**src/rtl/fmrv32im_uart_pkg.sv**
```systemverilog
// Shared definitions for the fmrv32im UART receiver.
// Holds the receiver state encoding, the 16x oversample constant and the
// baud divider calculation used by fmrv32im_uart_rx.
// Build option: UART_RX_PARITY_EN adds the PARITY state (8E1 frames).
package fmrv32im_uart_pkg;

  localparam int unsigned OVERSAMPLE = 16;

  typedef enum logic [2:0] {
    ST_IDLE   = 3'd0,
    ST_START  = 3'd1,
    ST_DATA   = 3'd2,
`ifdef UART_RX_PARITY_EN
    ST_PARITY = 3'd3,
`endif
    ST_STOP   = 3'd4,
    ST_BREAK  = 3'd5
  } state_t;

  // Clocks per oversample tick, integer truncated.
  function automatic int unsigned calc_div(input int unsigned clk_freq,
                                           input int unsigned baud);
    return clk_freq / (baud * OVERSAMPLE);
  endfunction

endpackage

```
**src/rtl/fmrv32im_uart_fifo.sv**
```systemverilog
// Show-ahead receive FIFO for the fmrv32im UART receiver.
// Ports:
//   clk, rst_n       - clock, synchronous active-low reset
//   wr_ena, wr_data  - push request and byte (dropped when full with no pop)
//   rd_ena           - pop head (ignored when empty)
//   rd_data          - head entry, valid while empty=0
//   empty, full      - occupancy status
module fmrv32im_uart_fifo #(
  parameter int unsigned DEPTH = 8,
  parameter int unsigned WIDTH = 8
) (
  input  logic             clk,
  input  logic             rst_n,
  input  logic             wr_ena,
  input  logic [WIDTH-1:0] wr_data,
  input  logic             rd_ena,
  output logic [WIDTH-1:0] rd_data,
  output logic             empty,
  output logic             full
);

  localparam int unsigned AW = (DEPTH > 1) ? $clog2(DEPTH) : 1;
  localparam int unsigned PW = AW + 1;

  logic [WIDTH-1:0] mem [DEPTH];
  logic [PW-1:0]    wr_ptr;
  logic [PW-1:0]    rd_ptr;
  logic             rd_ok_c;
  logic             wr_ok_c;

  // Pointers carry one extra wrap bit to tell full from empty.
  assign empty   = (wr_ptr == rd_ptr);
  assign full    = (wr_ptr[AW] != rd_ptr[AW]) && (wr_ptr[AW-1:0] == rd_ptr[AW-1:0]);
  assign rd_ok_c = rd_ena && !empty;
  // A pop on the same edge frees the slot, so a full FIFO still accepts.
  assign wr_ok_c = wr_ena && (!full || rd_ok_c);
  assign rd_data = mem[rd_ptr[AW-1:0]];

  // Storage and pointers.
  always_ff @(posedge clk) begin
    if (!rst_n) begin
      wr_ptr <= '0;
      rd_ptr <= '0;
      mem    <= '{default: '0};
    end else begin
      if (wr_ok_c) begin
        mem[wr_ptr[AW-1:0]] <= wr_data;
        wr_ptr              <= wr_ptr + PW'(1);
      end
      if (rd_ok_c) begin
        rd_ptr <= rd_ptr + PW'(1);
      end
    end
  end

endmodule

```
**src/rtl/fmrv32im_uart_rx.sv**
```systemverilog
// fmrv32im UART receiver: 16x oversampled 8N1 (8E1 with UART_RX_PARITY_EN)
// receiver feeding a show-ahead byte FIFO, with sticky error flags.
// Ports:
//   CLK, RST_N          - clock, synchronous active-low reset
//   RXD                 - asynchronous serial input, idle high
//   RD_ENA              - pop FIFO head
//   RD_DATA             - FIFO head byte, valid while RD_EMPTY=0
//   RD_EMPTY, RD_FULL   - FIFO status
//   ERR_CLR             - clear sticky flags (a same-cycle set wins)
//   FRAME_ERR           - stop bit sampled low
//   OVERRUN             - byte dropped on a full FIFO
//   PARITY_ERR          - even parity mismatch (0 without UART_RX_PARITY_EN)
module fmrv32im_uart_rx
  import fmrv32im_uart_pkg::*;
#(
  parameter int unsigned CLK_FREQ   = 100000000,
  parameter int unsigned BAUD       = 115200,
  parameter int unsigned FIFO_DEPTH = 8
) (
  input  logic       CLK,
  input  logic       RST_N,
  input  logic       RXD,
  input  logic       RD_ENA,
  output logic [7:0] RD_DATA,
  output logic       RD_EMPTY,
  output logic       RD_FULL,
  input  logic       ERR_CLR,
  output logic       FRAME_ERR,
  output logic       OVERRUN,
  output logic       PARITY_ERR
);

  localparam int unsigned DIV_RAW = calc_div(CLK_FREQ, BAUD);
  localparam int unsigned DIV     = (DIV_RAW == 0) ? 1 : DIV_RAW;
  localparam int unsigned DW      = (DIV > 1) ? $clog2(DIV) : 1;
  localparam int unsigned TW      = $clog2(OVERSAMPLE);

  localparam logic [DW-1:0] DIV_LAST  = DW'(DIV - 1);
  localparam logic [TW-1:0] TICK_MID  = TW'(OVERSAMPLE / 2 - 1);
  localparam logic [TW-1:0] TICK_LAST = TW'(OVERSAMPLE - 1);

  logic          rxd_meta;
  logic          rxd_sync;
  state_t        state;
  state_t        state_nxt;
  logic [DW-1:0] div_cnt;
  logic [DW-1:0] div_nxt;
  logic [TW-1:0] tick_cnt;
  logic [TW-1:0] tick_nxt;
  logic [2:0]    bit_cnt;
  logic [2:0]    bit_nxt;
  logic [7:0]    shift;
  logic [7:0]    shift_nxt;
  logic          tick_c;
  logic          push_c;
  logic          frame_set_c;
  logic          overrun_set_c;
`ifdef UART_RX_PARITY_EN
  logic          parity_set_c;
`endif

  // Divider is held at 0 in IDLE, so it restarts on every start edge.
  assign tick_c        = (state != ST_IDLE) && (div_cnt == DIV_LAST);
  assign overrun_set_c = push_c && RD_FULL && !RD_ENA;

  // Next-state, datapath and event decode.
  always_comb begin
    state_nxt   = state;
    div_nxt     = div_cnt;
    tick_nxt    = tick_cnt;
    bit_nxt     = bit_cnt;
    shift_nxt   = shift;
    push_c      = 1'b0;
    frame_set_c = 1'b0;
`ifdef UART_RX_PARITY_EN
    parity_set_c = 1'b0;
`endif

    if (state == ST_IDLE) begin
      div_nxt = '0;
    end else begin
      div_nxt = tick_c ? '0 : div_cnt + DW'(1);
    end
    if (tick_c) begin
      tick_nxt = tick_cnt + TW'(1);
    end

    case (state)
      ST_IDLE: begin
        tick_nxt = '0;
        bit_nxt  = '0;
        if (!rxd_sync) begin
          state_nxt = ST_START;
        end
      end
      ST_START: begin
        // Mid start bit: a high line means the edge was a glitch.
        if (tick_c && tick_cnt == TICK_MID) begin
          tick_nxt  = '0;
          state_nxt = rxd_sync ? ST_IDLE : ST_DATA;
        end
      end
      ST_DATA: begin
        if (tick_c && tick_cnt == TICK_LAST) begin
          shift_nxt = {rxd_sync, shift[7:1]};
          bit_nxt   = bit_cnt + 3'd1;
          if (bit_cnt == 3'd7) begin
`ifdef UART_RX_PARITY_EN
            state_nxt = ST_PARITY;
`else
            state_nxt = ST_STOP;
`endif
          end
        end
      end
`ifdef UART_RX_PARITY_EN
      ST_PARITY: begin
        if (tick_c && tick_cnt == TICK_LAST) begin
          parity_set_c = ^{shift, rxd_sync};
          state_nxt    = ST_STOP;
        end
      end
`endif
      ST_STOP: begin
        if (tick_c && tick_cnt == TICK_LAST) begin
          if (rxd_sync) begin
            push_c    = 1'b1;
            state_nxt = ST_IDLE;
          end else begin
            frame_set_c = 1'b1;
            state_nxt   = ST_BREAK;
          end
        end
      end
      ST_BREAK: begin
        if (rxd_sync) begin
          state_nxt = ST_IDLE;
        end
      end
      default: begin
        state_nxt = ST_IDLE;
      end
    endcase
  end

  // Synchroniser, state, datapath and sticky flags.
  always_ff @(posedge CLK) begin
    if (!RST_N) begin
      rxd_meta  <= 1'b1;
      rxd_sync  <= 1'b1;
      state     <= ST_IDLE;
      div_cnt   <= '0;
      tick_cnt  <= '0;
      bit_cnt   <= '0;
      shift     <= '0;
      FRAME_ERR <= 1'b0;
      OVERRUN   <= 1'b0;
    end else begin
      rxd_meta  <= RXD;
      rxd_sync  <= rxd_meta;
      state     <= state_nxt;
      div_cnt   <= div_nxt;
      tick_cnt  <= tick_nxt;
      bit_cnt   <= bit_nxt;
      shift     <= shift_nxt;
      FRAME_ERR <= frame_set_c || (FRAME_ERR && !ERR_CLR);
      OVERRUN   <= overrun_set_c || (OVERRUN && !ERR_CLR);
    end
  end

`ifdef UART_RX_PARITY_EN
  // Parity flag, same set-over-clear priority as the others.
  always_ff @(posedge CLK) begin
    if (!RST_N) begin
      PARITY_ERR <= 1'b0;
    end else begin
      PARITY_ERR <= parity_set_c || (PARITY_ERR && !ERR_CLR);
    end
  end
`else
  assign PARITY_ERR = 1'b0;
`endif

  fmrv32im_uart_fifo #(
    .DEPTH (FIFO_DEPTH),
    .WIDTH (8)
  ) u_fifo (
    .clk     (CLK),
    .rst_n   (RST_N),
    .wr_ena  (push_c),
    .wr_data (shift),
    .rd_ena  (RD_ENA),
    .rd_data (RD_DATA),
    .empty   (RD_EMPTY),
    .full    (RD_FULL)
  );

endmodule

```
**config.mk**
```make
export PLATFORM = sky130hd
export DESIGN_NAME = fmrv32im_uart_rx
export DESIGN_NICKNAME = d
export VERILOG_FILES = /design/src/rtl/fmrv32im_uart_pkg.sv /design/src/rtl/fmrv32im_uart_fifo.sv /design/src/rtl/fmrv32im_uart_rx.sv
export SDC_FILE = /design/constraint.sdc
export NUM_CORES = 1
export LEC_CHECK = 0
export BUFFER_PORTS_ARGS = -buffer_cell sky130_fd_sc_hd__buf_2
export CAP_MARGIN = 20
export CORE_ASPECT_RATIO = 0.8
export CORE_UTILIZATION = 45
export CTS_BUF_LIST = sky130_fd_sc_hd__clkbuf_8 sky130_fd_sc_hd__clkbuf_16
export CTS_CLUSTER_SIZE = 8
export DETAILED_ROUTE_END_ITERATION = 8
export PLACE_DENSITY = 0.58
export RECOVER_POWER = 25
export SYNTH_ARGS = -nofsm -noshare
export SYNTH_HDL_FRONTEND = slang
export SYNTH_HIERARCHICAL = 1
export SYNTH_SLANG_ARGS = --single-unit
```
**constraint.sdc**
```tcl
create_clock -name CLK -period 4.83 [get_ports CLK]
set_input_delay 0 -clock CLK [delete_from_list [all_inputs] [get_ports CLK]]
set_output_delay 0 -clock CLK [all_outputs]
set_load 0.05 [all_outputs]
```
==> metrics.yaml <==
cells_and_area:
  post_route_cells_drive_above_1_share_pct: 14.55
  antennaDiodeCount: 0
  final_design_area_no_fill_sq_um: 5206
  layout.area.seq_sq_um: 2002
  fill_cell_instance_count_of_the_final_layout: 957
  finalNetCount: 488
  areaGrowthSynthToFinish_pct: 7.910
  multiInputGateArea_sq_um: 2606
clock_network:
  cts_htree_levels: 3
  clk_root_buffer_cell: "sky130_fd_sc_hd__clkbuf_16"
  post-cts-setup-buffer-count: 0
  cts-hold-fix-buffers: 2
  tritoncts: "yes"
  post_cts_resize_count: 0
  clk_transition_reported_paths_ns: 0.07
  worstSkewPairLatency_ns: 0.35
  maximum_buffer_depth_of_the_clock_tree: 2
  cts_inserted_buffers: 9
  cts_num_sinks: 100
sta:
  timing.slew.headroom_pct: -87.89
  fmax_mhz: 293.5
  min_period_ns: 3.407
  post-route-period-util_pct: 70.54
  setup_viol: 0
  hold_violations: 0
  finalSetupTns_ns: 0
  rsz0062_at_grt: "false"
  timing_max_transition_violations_final: 89
  finalClockSkew_ns: 0.008717
  max_slew.worst_pin.slew_ns: 2.818
  fin_ws_ns: 1.423
synth:
  synth_top_area_share_pct: 41.49
  synth_sequential_area_ratio_pct: 41.49
  yosys.cell_count.top_type: "sky130_fd_sc_hd__dfxtp_1"
  synth.area.top_cells: "sky130_fd_sc_hd__dfxtp_1 41%, sky130_fd_sc_hd__mux2i_1 14%, sky130_fd_sc_hd__mux4_2 7.5%"
  post_synth_inst_count: 475
  synth-edff-count: 0
  yosys_warnings: 6
  avgSynthCellArea_sq_um: 10.16
  ys_async_sr_fraction_pct: 0
  synthDistinctLibCells: 53
  post-synth-top-area-cell: "sky130_fd_sc_hd__dfxtp_1"
  synthFlopType: "sky130_fd_sc_hd__dfxtp_1"
  ys_top_cells_by_count: "100 x sky130_fd_sc_hd__dfxtp_1, 91 x sky130_fd_sc_hd__nand2_1, 69 x sky130_fd_sc_hd__mux2i_1"
  synthesis.nets: 487
  postSynthRegisterBits: 100
  syn_area_sq_um: 4825
die:
  io-pin-count: 18
  die_width_um: 117.8
  die_h_um: 94.61
  number_of_rows_created_at_floorplan: 33
  start_util_pct: 46.74
  die_area_sq_um: 11140
  core_area_sq_um: 10320
power_and_ir_drop:
  powerDensity_nw_per_um2: 309.0
  switching_share_pct: 23.92
  power_report.internal_total_mw: 1.224
  combinationalPowerShare_pct: 5.4
  max-vdd-ir-drop_mv: 0.2187
  share_seq_of_total_power_pct: 52.5
  share_clk_of_total_power_pct: 42.1
  p_switching_mw: 0.3849
  power_leakage_nw: 1.945
worst_hold_path:
  min_from: "RD_ENA"
  hold_path_end: "u_fifo/rd_ptr[1]"
  min_path_cells: 3
  min_path_type: "in -> reg"
outcome:
  violations: "capacitance limit, slew limit"
  run_status: "finished with violations"
grt:
  grt_start_max_net_pins: 67
  grt_first_pass_wirelength_mm: 16.37
  number_of_antenna_violations_at_the_first_check_in_global_routing: 0
  overflow: 0
  grt_pass1_vias: 3158
  grt.total_usage_pct: 19.10
critical_path:
  worstSetupEndpointType: "flip-flop"
  crit_type: "reg -> reg"
  setup.worst_path.start_class: "flip-flop"
  crit_arrival_ns: 3.66
  critPathSlowestCell: "sky130_fd_sc_hd__nor4_4"
  worstPathMaxFanout: 14
  ff2ff_path_depth: 7
  worstReg2RegStart: "div_cnt[0]"
  critPathRequiredTime_ns: 5.08
  worst-r2r-setup-slack_ns: 1.42
  r2r-end: "u_fifo/mem[45]"
  timing.critical_path.cells: "ha_1, and4b_1, nand4_1, nor2_1, inv_1, nor4_4, mux2i_1"
  timing.critical_path.slowest_cell_delay_ns: 0.79
flow_run:
  cap_violations: 2
drt:
  number_of_drc_violations_after_detailed_routing_iteration_0: 200
  detail_route.first_pass.iterations: 4
  routed_wirelength_mm: 9.900
  route.vias.total: 3324
  ant_nets: 0
  drc_errors: 0
  detail_route.wl_per_cell_um: 15.94
  vias_per_cell: 5.353
placement:
  io_buffer_count: 16
  place_ws_ns: 1.732
  placed_cell_area_sq_um: 4935
  place_congestion: 0.7775
  dpl_wire_length_mm: 6.432
[metrics by stage]
stage	power [mW]	hold slack, ns	std cells	utilization, %
2_1_floorplan	0.9334	0.1015	475	-
3_3_place_gp	0.9472	0.1871	603	47.81
3_5_place_dp	0.9478	0.1872	603	47.81
4_1_cts	1.628	0.03137	621	50.69
5_1_grt	1.676	0.04294	621	50.44
6_report	1.609	0.04126	621	50.44
[worst max path at each step]
stage                      from              to  slack (ns)  depth (start not counted)
6_report             div_cnt[0]  u_fifo/mem[45]        1.42                          7
5_1_grt              div_cnt[0]  u_fifo/mem[12]        1.11                          7
4_1_cts              div_cnt[0]  u_fifo/mem[45]        1.69                          7
3_5_place_dp         div_cnt[0]  u_fifo/mem[45]        1.73                          7
3_3_place_gp         div_cnt[0]   u_fifo/mem[5]        1.79                          7
2_1_floorplan  u_fifo/rd_ptr[0]         OVERRUN        2.08                          6
[flip-flops by register name, summed over array words and instances, names as in the netlist]
signal,flops
FRAME_ERR,1
OVERRUN,1
bit_cnt,3
div_cnt,6
rxd_meta,1
rxd_sync,1
shift,8
state,3
tick_cnt,4
u_fifo/mem,64
u_fifo/rd_ptr,4
u_fifo/wr_ptr,4
[layer usage]
| layer | wire (um) | share of wire, % | vias up | global-route usage, % |
|---|---|---|---|---|
| li1 | - | - | 1672 | - |
| met1 | 5052 | 51 | 1616 | 26.08 |
| met2 | 4434 | 45 | 29 | 30.15 |
| met3 | 305 | 3.1 | 7 | 4.408 |
| met4 | 108 | 1.1 | 0 | 5.769 |
| met5 | 0 | 0 | - | 0 |
[worst max-delay path, delay by kind of cell (launching register included)]
| kind | cells | cell delay [ns] |
|---|---|---|
| AND/OR/NAND/NOR | 4 | 2.18 |
| flip-flops | 1 | 0.38 |
| buffers and inverters | 1 | 0.30 |
| multiplexers | 1 | 0.26 |
| adder cells (fa/ha/maj) | 1 | 0.18 |
[power groups by stage]
stage | registers, mW | clock network (mW) | logic [mW]
after floorplan | 0.853 | 0 | 0.0801
after global placement | 0.863 | 0 | 0.0840
after detailed placement | 0.864 | 0 | 0.0843
after CTS | 0.845 | 0.697 | 0.0867
after global routing | 0.847 | 0.731 | 0.0985
final | 0.845 | 0.678 | 0.0863
[placed cells by master (no fill, tap or decap), types with 2 or more instances in the layout]
cell,count
sky130_fd_sc_hd__dfxtp_1,100
sky130_fd_sc_hd__nand2_1,91
sky130_fd_sc_hd__mux2i_1,69
sky130_fd_sc_hd__nand3_1,20
sky130_fd_sc_hd__nor2_1,17
sky130_fd_sc_hd__a21oi_1,16
sky130_fd_sc_hd__mux4_2,16
sky130_fd_sc_hd__o21ai_0,13
sky130_fd_sc_hd__buf_2,13
sky130_fd_sc_hd__inv_1,9
sky130_fd_sc_hd__clkbuf_16,9
sky130_fd_sc_hd__mux2_2,8
sky130_fd_sc_hd__nand2b_1,7
sky130_fd_sc_hd__xor2_1,7
sky130_fd_sc_hd__ha_1,7
sky130_fd_sc_hd__o211ai_1,6
sky130_fd_sc_hd__xnor2_1,6
sky130_fd_sc_hd__or3_1,5
sky130_fd_sc_hd__clkbuf_1,5
sky130_fd_sc_hd__nand4_1,4
sky130_fd_sc_hd__clkinv_2,3
sky130_fd_sc_hd__xor2_2,3
sky130_fd_sc_hd__nor3_1,3
sky130_fd_sc_hd__nor2b_1,2
sky130_fd_sc_hd__a211oi_1,2
sky130_fd_sc_hd__nor3b_1,2
sky130_fd_sc_hd__nand3b_1,2
sky130_fd_sc_hd__clkinvlp_4,2
sky130_fd_sc_hd__dlygate4sd3_1,2
sky130_fd_sc_hd__nand3_2,2
sky130_fd_sc_hd__nand4_4,2
sky130_fd_sc_hd__nor4_4,2
[kinds of logic after synthesis]
family / count (synthesis) / share of synthesized area (%)
xor gates and xnor gates: 16 / 3.371
AOI/OAI and AO/OA: 47 / 6.847
adders and majority gates: 7 / 1.815
DFF: 100 / 41.49
and+or+nand+nor: 170 / 18.34
muxes: 94 / 23.88
buffers and inverters: 40 / 4.175
other: 1 / 0.07773
[cell type report]
type	instances	area share [%]
Multi-Input combinational cell	335	50.06
Sequential cell	100	38.45
Clock buffer	10	4.590
Tap cell	140	3.365
Timing Repair Buffer	21	2.139
Clock inverter	6	0.7450
Inverter	9	0.6489
Power figures use the tool's default switching activity.
